`src/rtl/qcw_pkg.sv`:
```
// Shared types, default parameters and the leg gate-compare helper for the
// phase-shifted full-bridge timing generator.
package qcw_pkg;

  typedef enum logic [2:0] {
    IDLE,
    START,
    LEAD,
    RUN,
    DRAIN,
    FAULT
  } state_t;

  localparam int unsigned DEF_CNT_W      = 12;
  localparam int unsigned DEF_PHASE_W    = 8;
  localparam int unsigned DEF_DT_W       = 8;
  localparam int unsigned DEF_MIN_LAG    = 6;
  localparam int unsigned DEF_MIN_PERIOD = 16;

  // Compare width wide enough for any supported counter/deadtime width.
  localparam int unsigned CMP_W = 32;

  // Returns {highside, lowside} for counter c, period p, deadtime d.
  function automatic logic [1:0] leg_compare(input logic [CMP_W-1:0] c,
                                             input logic [CMP_W-1:0] p,
                                             input logic [CMP_W-1:0] d);
    logic [CMP_W-1:0] h;
    logic [CMP_W:0]   hd;
    logic [1:0]       res;
    h      = p >> 1;
    hd     = {1'b0, h} + {1'b0, d};
    res[0] = (d < c) && (c < h);
    res[1] = ({1'b0, c} > hd) && (c < p);
    return res;
  endfunction

endpackage

```
`src/rtl/qcw_bridge_leg.sv`:
```
// One half-bridge leg: period counter plus registered complementary gate pair.
module qcw_bridge_leg
  import qcw_pkg::*;
#(
  parameter int unsigned CNT_W = DEF_CNT_W,
  parameter int unsigned DT_W  = DEF_DT_W
) (
  input  logic             clk,
  input  logic             rst,
  input  logic             restart,
  input  logic             advance,
  input  logic             gate,
  input  logic [CNT_W-1:0] period,
  input  logic [DT_W-1:0]  deadtime,
  output logic [CNT_W-1:0] cnt,
  output logic [1:0]       sw
);

  logic [1:0] cmp_c;

  assign cmp_c = leg_compare(CMP_W'(cnt), CMP_W'(period), CMP_W'(deadtime));

  // Gate outputs follow the counter value of the previous cycle.
  always_ff @(posedge clk) begin
    if (rst) begin
      cnt <= '0;
      sw  <= 2'b00;
    end else begin
      sw <= gate ? cmp_c : 2'b00;
      if (restart)
        cnt <= '0;
      else if (advance)
        cnt <= cnt + CNT_W'(1);
    end
  end

endmodule

```
`src/rtl/qcw_phase_bridge.sv`:
```
// Phase-shifted full-bridge gate-timing generator: FSM, shadow/active
// registers, lag pipeline and fault synchroniser around two bridge legs.
module qcw_phase_bridge
  import qcw_pkg::*;
#(
  parameter int unsigned CNT_W      = DEF_CNT_W,
  parameter int unsigned PHASE_W    = DEF_PHASE_W,
  parameter int unsigned DT_W       = DEF_DT_W,
  parameter int unsigned MIN_LAG    = DEF_MIN_LAG,
  parameter int unsigned MIN_PERIOD = DEF_MIN_PERIOD
) (
  input  logic               clk,
  input  logic               rst,
  input  logic               enable,
  input  logic               load,
  input  logic [CNT_W-1:0]   period_value,
  input  logic [PHASE_W-1:0] phase_shift,
  input  logic [DT_W-1:0]    deadtime,
  input  logic               fault,
  output logic               period_done,
  output logic               signal_ref,
  output logic [3:0]         sw,
  output logic               busy,
  output logic               fault_latched
);

  localparam int unsigned PROD_W = CNT_W + PHASE_W;

  state_t state, next_state;

  logic               fault_meta, fault_s;
  logic [CNT_W-1:0]   sh_period, period_a, period_b;
  logic [PHASE_W-1:0] sh_phase, phase_a;
  logic [DT_W-1:0]    sh_dt, dt_a;
  logic [CNT_W-1:0]   lag_raw, lag_active, cnt_a, cnt_b;
  logic [CNT_W-1:0]   lag_lo_c, lag_max_c, lag_clamp_c;
  logic [1:0]         sw_a, sw_b;
  logic               at_wrap_c, at_lag_c, b_restart_c;
  logic               restart_a_c, adv_a_c, gate_a_c;
  logic               restart_b_c, adv_b_c, gate_b_c;
  logic               adopt_c, wrap_c, load_pb_c;

  always_ff @(posedge clk) begin
    if (rst) begin
      fault_meta <= 1'b0;
      fault_s    <= 1'b0;
    end else begin
      fault_meta <= fault;
      fault_s    <= fault_meta;
    end
  end

  // Shadow registers: an out-of-range period rejects the whole load.
  always_ff @(posedge clk) begin
    if (rst) begin
      sh_period <= CNT_W'(MIN_PERIOD);
      sh_phase  <= '0;
      sh_dt     <= '0;
    end else if (load && (period_value >= CNT_W'(MIN_PERIOD))) begin
      sh_period <= period_value;
      sh_phase  <= phase_shift;
      sh_dt     <= deadtime;
    end
  end

  always_ff @(posedge clk) begin
    if (rst) begin
      period_a <= CNT_W'(MIN_PERIOD);
      period_b <= CNT_W'(MIN_PERIOD);
      phase_a  <= '0;
      dt_a     <= '0;
    end else begin
      if (adopt_c) begin
        period_a <= sh_period;
        phase_a  <= sh_phase;
        dt_a     <= sh_dt;
      end
      if (load_pb_c)
        period_b <= period_a;
    end
  end

  // Two-stage lag: scaled product, then clamp into [MIN_LAG, period_a-1].
  assign lag_max_c   = period_a - CNT_W'(1);
  assign lag_lo_c    = (lag_raw < CNT_W'(MIN_LAG)) ? CNT_W'(MIN_LAG) : lag_raw;
  assign lag_clamp_c = (lag_lo_c > lag_max_c) ? lag_max_c : lag_lo_c;

  always_ff @(posedge clk) begin
    if (rst) begin
      lag_raw    <= '0;
      lag_active <= CNT_W'(MIN_LAG);
    end else begin
      lag_raw    <= CNT_W'((PROD_W'(phase_a) * PROD_W'(period_a)) >> (PHASE_W + 1));
      lag_active <= lag_clamp_c;
    end
  end

  assign at_wrap_c   = (cnt_a == lag_max_c);
  assign at_lag_c    = (cnt_a == lag_active);
  // Restart B one cycle early so cnt_b reads 0 exactly when cnt_a == lag.
  assign b_restart_c = ((cnt_a + CNT_W'(1)) == lag_active);

  always_comb begin
    next_state  = state;
    restart_a_c = 1'b0;
    adv_a_c     = 1'b0;
    gate_a_c    = 1'b0;
    restart_b_c = 1'b0;
    adv_b_c     = 1'b0;
    gate_b_c    = 1'b0;
    adopt_c     = 1'b0;
    wrap_c      = 1'b0;
    load_pb_c   = 1'b0;
    case (state)
      IDLE: begin
        restart_a_c = 1'b1;
        restart_b_c = 1'b1;
        if (enable) next_state = START;
      end
      START: begin
        restart_a_c = 1'b1;
        restart_b_c = 1'b1;
        adopt_c     = 1'b1;
        next_state  = LEAD;
      end
      LEAD: begin
        adv_a_c  = 1'b1;
        gate_a_c = 1'b1;
        if (at_lag_c) begin
          adv_b_c    = 1'b1;
          load_pb_c  = 1'b1;
          next_state = RUN;
        end else begin
          restart_b_c = 1'b1;
        end
      end
      RUN: begin
        gate_a_c = 1'b1;
        gate_b_c = 1'b1;
        if (at_wrap_c) begin
          restart_a_c = 1'b1;
          wrap_c      = 1'b1;
          adopt_c     = 1'b1;
        end else begin
          adv_a_c = 1'b1;
        end
        if (b_restart_c) begin
          restart_b_c = 1'b1;
          load_pb_c   = 1'b1;
        end else begin
          adv_b_c = 1'b1;
        end
        if (!enable) next_state = DRAIN;
      end
      DRAIN: begin
        gate_a_c = 1'b1;
        gate_b_c = 1'b1;
        adv_a_c  = (cnt_a < period_a);
        adv_b_c  = (cnt_b < period_b);
        if ((cnt_a >= period_a) && (cnt_b >= period_b)) next_state = IDLE;
      end
      FAULT: begin
        restart_a_c = 1'b1;
        restart_b_c = 1'b1;
        if (!fault_s && !enable) next_state = IDLE;
      end
      default: next_state = IDLE;
    endcase
    // Fault wins over everything and blanks the gates this very cycle.
    if (fault_s) begin
      next_state = FAULT;
      gate_a_c   = 1'b0;
      gate_b_c   = 1'b0;
      adopt_c    = 1'b0;
      wrap_c     = 1'b0;
    end
  end

  always_ff @(posedge clk) begin
    if (rst) begin
      state         <= IDLE;
      period_done   <= 1'b0;
      signal_ref    <= 1'b0;
      busy          <= 1'b0;
      fault_latched <= 1'b0;
    end else begin
      state         <= next_state;
      period_done   <= wrap_c;
      signal_ref    <= gate_a_c && (cnt_a < (period_a >> 1));
      busy          <= (next_state != IDLE) && (next_state != FAULT);
      fault_latched <= (next_state == FAULT);
    end
  end

  qcw_bridge_leg #(.CNT_W(CNT_W), .DT_W(DT_W)) u_leg_a (
    .clk      (clk),
    .rst      (rst),
    .restart  (restart_a_c),
    .advance  (adv_a_c),
    .gate     (gate_a_c),
    .period   (period_a),
    .deadtime (dt_a),
    .cnt      (cnt_a),
    .sw       (sw_a)
  );

  qcw_bridge_leg #(.CNT_W(CNT_W), .DT_W(DT_W)) u_leg_b (
    .clk      (clk),
    .rst      (rst),
    .restart  (restart_b_c),
    .advance  (adv_b_c),
    .gate     (gate_b_c),
    .period   (period_b),
    .deadtime (dt_a),
    .cnt      (cnt_b),
    .sw       (sw_b)
  );

  assign sw = {sw_b, sw_a};

endmodule

```
`config.mk`:
```
export PLATFORM = sky130hd
export DESIGN_NAME = qcw_phase_bridge
export DESIGN_NICKNAME = d
export VERILOG_FILES = /design/src/rtl/qcw_pkg.sv /design/src/rtl/qcw_bridge_leg.sv /design/src/rtl/qcw_phase_bridge.sv
export SDC_FILE = /design/constraint.sdc
export NUM_CORES = 1
export LEC_CHECK = 0
export BUFFER_PORTS_ARGS = -buffer_cell sky130_fd_sc_hd__buf_2
export CELL_PAD_IN_SITES_DETAIL_PLACEMENT = 1
export CELL_PAD_IN_SITES_GLOBAL_PLACEMENT = 1
export CORE_AREA = 2 2 198 200
export DETAILED_ROUTE_END_ITERATION = 7
export DIE_AREA = 0 0 200 202
export PLACE_DENSITY_LB_ADDON = 0.05
export RECOVER_POWER = 50
export SLEW_MARGIN = 15
export SYNTH_ARGS = -nofsm -noshare
export SYNTH_HDL_FRONTEND = slang
export SYNTH_SLANG_ARGS = --single-unit
export TNS_END_PERCENT = 50
```
`constraint.sdc`:
```
create_clock -name clk -period 7.3 [get_ports clk]
set_clock_uncertainty 0.1 [all_clocks]
set_input_delay 0.73 -clock clk [delete_from_list [all_inputs] [get_ports clk]]
set_output_delay 0.73 -clock clk [all_outputs]
set_load 0.05 [all_outputs]
```
# Yosys cells after proc, flatten, opt, wreduce, memory -nomap -nowiden
# Cells that the tools add are included.
[op_classes] reduce_logical=21 bitwise_logic=3 eq_ne=10 magnitude_cmp=16 n_mul=1 muxes=26 addsub=5
[op_table] op="$gt 12x33->1" count=2
[op_table] op="$lt 12x12->1" count=4
[op_table] op="$eq 12x12->1" count=3
[op_table] op="$lt 12x11->1" count=3
[op_table] op="$add 11x8->12" count=2
[op_table] op="$add 12x1->12 const B" count=2
[op_table] op="$ge 12x12->1" count=2
[op_table] op="$lt 8x12->1" count=2
[op_table] op="$mux 12" count=2
[op_table] op="$mul 8x12->20" count=1
[op_table] op="$mux 3" count=6
[op_table] op="$pmux 3 s6" count=1
[op_table] op="$ge 12x5->1 const B" count=1
[op_table] op="$gt 12x12->1" count=1
[op_table] op="$lt 12x3->1 const B" count=1
[op_table] op="$sub 12x1->12 const B" count=1
[op_table] op="$mux 1" count=11
[op_table] op="$reduce_or 2->1" count=5
[op_table] op="$eq 3x3->1 const B" count=3
[op_table] op="$logic_and 1x1->1" count=9
[op_table] op="$pmux 1 s3" count=3
[op_table] op="$reduce_or 3->1" count=3
[op_table] op="$eq 3x2->1 const B" count=2
[op_table] op="$pmux 1 s2" count=3
[op_table] op="other kinds (6)" count=9
[totals] reg_bits=129 out_inout_bits=8

# Logic depth before layout (Yosys ltp)
[logic_depth] ltp_word=7 mapped_depth=20 ltp_nobuf=19

# By module
# A second synthesis with hierarchy kept.
[hier_totals] hier_cells=1516 area_unflattened_um2=12801.0
[modules_own_cells] module="qcw_phase_bridge" n_inst=1 area_per_inst_um2=9067.4 cells_per_inst=1054 seq_area_each_um2=2001.9
[modules_own_cells] module="qcw_bridge_leg" n_inst=2 area_per_inst_um2=1866.8 cells_per_inst=231 seq_area_each_um2=280.3

# Worst setup path before layout
# OpenSTA, ideal clock, no wires.
[synth_timing] kind="reg-to-reg" startpoint="register period_a[3]" endpoint="register lag_raw[10]" required_time_ps=7072 t_arrival_ps=4982 slack_ps=2090 synth_period_minus_slack_ps=5210 setup_ps=128 path_stages_with_launch=20 path_cell_list="dfxtp_1 > clkbuf_1 > clkbuf_1 > and2_1 > fa_1 > fa_1 > fa_1 > inv_1 > fa_1 > inv_1 > ha_1 > a21o_1 > a21oi_1 > o31ai_1 > o31a_1 > a41o_1 > a31o_2 > a21oi_1 > xnor2_1 > nor2_1"
[synth_via] elab_chain_len=1
[synth_lines] element="start: declaration" line_no="qcw_phase_bridge.sv:32" source="logic [CNT_W-1:0] sh_period, period_a, period_b;"
[synth_lines] element="start signal: assignment" line_no="qcw_phase_bridge.sv:68" source="period_a <= CNT_W'(MIN_PERIOD);"
[synth_lines] element="start signal: assignment" line_no="qcw_phase_bridge.sv:74" source="period_a <= sh_period;"
[synth_lines] element="$mul 8x12->20" line_no="qcw_phase_bridge.sv:93" source="lag_raw <= CNT_W'((PROD_W'(phase_a) * PROD_W'(period_a)) >> (PHASE_W + 1));"
[synth_lines] element="end signal: assignment" line_no="qcw_phase_bridge.sv:93"
[synth_lines] element="end: declaration" line_no="qcw_phase_bridge.sv:35" source="logic [CNT_W-1:0] lag_raw, lag_active, cnt_a, cnt_b;"
# No other way between the ends.
# A chain may end at the register's enable or synchronous reset.

# Worst setup path in the final report
# Ends and elaborated chain as after synthesis.

==> run_results.csv <==
group,metric,value,unit
finish,seq_area,2560,µm²
logic_synthesis,synth_xor_area_frac,0.0570,
die,io_pins,41,
logic_synthesis,ys_async_sr_fraction,0,
status,violations,"max-capacitance violations, max-slew violations",
clock_network,clock_path_buffers,2,
critical_path,cp_common_cell,"fa_1",
placed_design,postPlaceCellArea,12000,µm²
logic_synthesis,synth-compound-area-share,0.134,
critical_path,critPathKind,"reg2reg",
detailed_routing,drc_errors,0,
finish,final_cell_area,12500,µm²
critical_path,cpPeakStageDelay,790,ps
power,power_frac_comb,0.128,
power,switching_share,0.306,
status,status,"finished, violations left",
finish,n_antenna_cell,0,
logic_synthesis,avgSynthCellArea,8.43,µm²
hold_path,hp-class,"reg2reg",
logic_synthesis,syn_area,11300,µm²
timing,setup_viol,0,
die,fp.coreArea,38300,µm²
timing,max_freq,174,MHz
critical_path,path_cells,"and2_1, fa_1, fa_1, fa_1, inv_1, fa_1, inv_1, ha_1, a21o_1, a21oi_1, o31ai_1, o31a_1, a41o_1, a31o_2, a21oi_1, xnor2_1, nor2_1",
critical_path,start_kind,"flop",
timing,slew_viol_final,85,
critical_path,crit_end,"lag_raw[10]",
logic_synthesis,synth_edf_count,0,
timing,whs,353,ps
detailed_routing,drt_pass1_iterations,4,
logic_synthesis,synth_top_family_by_area,"adder cells",
timing,hold_viol_final,0,
detailed_routing,post_drt_wl_per_cell,18.2,µm
critical_path,timing.rr.start,"period_a[3]",
grt,grt_pass1_wl,56.4,mm
logic_synthesis,synthCells,1341,
die,fp.dieW,200,µm
detailed_routing,drt_iter0_markers,334,
critical_path,worstPathRequired,7370,ps
clock_network,cts_tree,"yes",
logic_synthesis,ys_top_cells_by_area,"dfxtp_1, ha_1, fa_1",
critical_path,slowest_stage,"dfxtp_1",
grt,grt_pass1_vias,9744,
finish,drive_gt1_frac,0.0596,
detailed_routing,vias_per_cell,4.81,
logic_synthesis,synth_top_cell_area_share,0.227,
grt,grt.overflow.total,0,
logic_synthesis,synth_nets,1584,
critical_path,critPathBufInv,2,
logic_synthesis,yosysSeqAreaShare,0.227,
power,power_frac_seq,0.413,
placed_design,dp_hpwl,26.3,mm
logic_synthesis,synth-seq-cells,128,
power,power,1.81,mW
hold_path,min_from,"fault_meta",
clock_network,htree_levels,4,
power,power_leakage,5.58,nW
finish,area_growth,10.8,%
grt,track_usage,0.182,
placed_design,io_buffer_count,40,
timing,fin_crit_sh,0.789,
logic_synthesis,yosys.area.top_type,"dfxtp_1",
logic_synthesis,yosys_warnings,0,
power,powerDensity,145,nW/µm²
critical_path,cp-end-kind,"flop",
detailed_routing,routed_wl,34.2,mm
logic_synthesis,synthAdderAreaFrac,0.273,
critical_path,r2r-end,"lag_raw[10]",
die,initial_utilization,0.295,
power,internal_power,1.26,mW
run,drv_cap,1,
logic_synthesis,yosys_most_used_dff,"dfxtp_1",
placed_design,globalplace.congestion,0.762,
power,clockPowerShare,0.459,
clock_network,cts_setup_buffers,0,
die,die_y,202,µm
finish,multi_input_area,7980,µm²
logic_synthesis,synthSimpleGateAreaFrac,0.201,
die,rows,72,
critical_path,reg2reg_depth,17,
clock_network,cts_buffers,17,
critical_path,worstPathArrival,5830,ps
finish,nets,1590,
critical_path,worstSetupStartpoint,"period_a[3]",
clock_network,clock_latency,440,ps
critical_path,cp_top_family,"adder cells",
critical_path,cp_max_fo,19,
placed_design,preCtsSetupSlack,1660,ps
logic_synthesis,synth_mux_area_frac,0.0409,
timing,fin_ws,1540,ps
timing,post-route-min-period,5760,ps
clock_network,cts_resized,0,
die,die_area,40400,µm²
timing,fin_tns_setup,0,ps
clock_network,cts.sinks,128,
detailed_routing,ant_nets,0,
grt,antenna_found_initial,0,
clock_network,clock-root-buffer,"clkbuf_16",
timing,worst_pin_slew,3860,ps
clock_network,clk_pin_slew_worst_paths,70,ps
critical_path,r2r_slack,1540,ps
logic_synthesis,synth_cell_types,67,
detailed_routing,vias,9040,
power,p_sw,0.554,mW
clock_network,cts_hold_buffers,0,
finish,fillers,4523,
grt,grt_max_degree,85,
power,ir_worst_vdd,0.156,mV
timing,relSlewSlack,-1.57,
timing,rsz0062_at_grt,"no",
critical_path,cp.depth,17,
[cells in the final DEF, fill, tap and decap left out, types with 4 or more instances in the layout]
cell         n
o21ai_0     45
clkbuf_16   17
dfxtp_1    128
xnor2_1     49
inv_6        4
nand3_1     25
o31ai_1      6
o2111ai_1    7
a21oi_1     88
a211oi_1    13
nor2b_1     26
clkbuf_1    15
nand2b_1    15
and2_1      83
xor2_1      22
a21o_1      30
buf_4       13
ha_1       149
clkinv_4     4
nor2_1     104
buf_2       31
o21a_1      22
inv_1      128
nor4_1      15
fa_1        61
nand2_1     97
mux2i_1     45
or4_1        6
or3_1       14
nand4_1     19
nor3_1      22
[layer usage]
layer / track usage / vias to the layer above / wire [µm]
met5: 0 / - / 0
met4: 0.0370 / 0 / 261
met3: 0.0245 / 14 / 814
met2: 0.305 / 71 / 16300
met1: 0.249 / 4395 / 16800
li1: - / 4560 / -
[cell families after synthesis]
| logic type | count (synthesis) |
|---|---|
| AO/OA/AOI/OAI | 241 |
| XOR/XNOR | 72 |
| AND/OR/NAND/NOR | 445 |
| flip-flops | 128 |
| buffers and inverters | 198 |
| adder cells (fa/ha/maj) | 210 |
| multiplexers | 46 |
| other | 1 |
[Yosys cell counts, types with 30 or more instances]
cell      count
inv_1       128
nor2_1      104
clkbuf_1     63
xnor2_1      49
o21ai_0      45
a21oi_1      88
dfxtp_1     128
and2_1       83
nand2_1      97
ha_1        149
fa_1         61
a21o_1       30
mux2i_1      45
[worst min-delay path by stage]
stage | end | cells after the start
floorplan | fault_s | 1
global placement | sh_phase[0] | 2
detailed placement | fault_s | 1
CTS | sh_period[11] | 2
global route | sh_period[2] | 2
finish | fault_s | 1
[layout make-up]
cell class	count	share of cell area
sequential	128	0.205
clock inverter	12	0.00810
inverter	128	0.0384
clock buffer	20	0.0357
tap	518	0.0518
timing repair buffer	57	0.0241
multi-input combinational	1015	0.637
[registers in the layout, summed over array words and instances, names as in the netlist, 3 cells and up]
name,flops
lag_active,12
period_a,12
period_b,12
sh_period,12
u_leg_a.cnt,12
u_leg_b.cnt,12
lag_raw,11
dt_a,8
phase_a,8
sh_dt,8
sh_phase,8
state,3
[power by group through the flow]
stage	sequential, mW	clock, mW	combinational [mW]
finish	0.749	0.831	0.231
global route	0.753	0.898	0.262
CTS	0.750	0.869	0.238
detailed placement	0.765	0	0.237
global placement	0.766	0	0.236
floorplan	0.753	0	0.164
[stage by stage]
stage,utilization,cells
floorplan,-,1341
global placement,0.313,1846
detailed placement,0.313,1846
CTS,0.328,1878
global route,0.327,1878
finish,0.327,1878
Note: power is estimated with default switching activity, not from simulation.
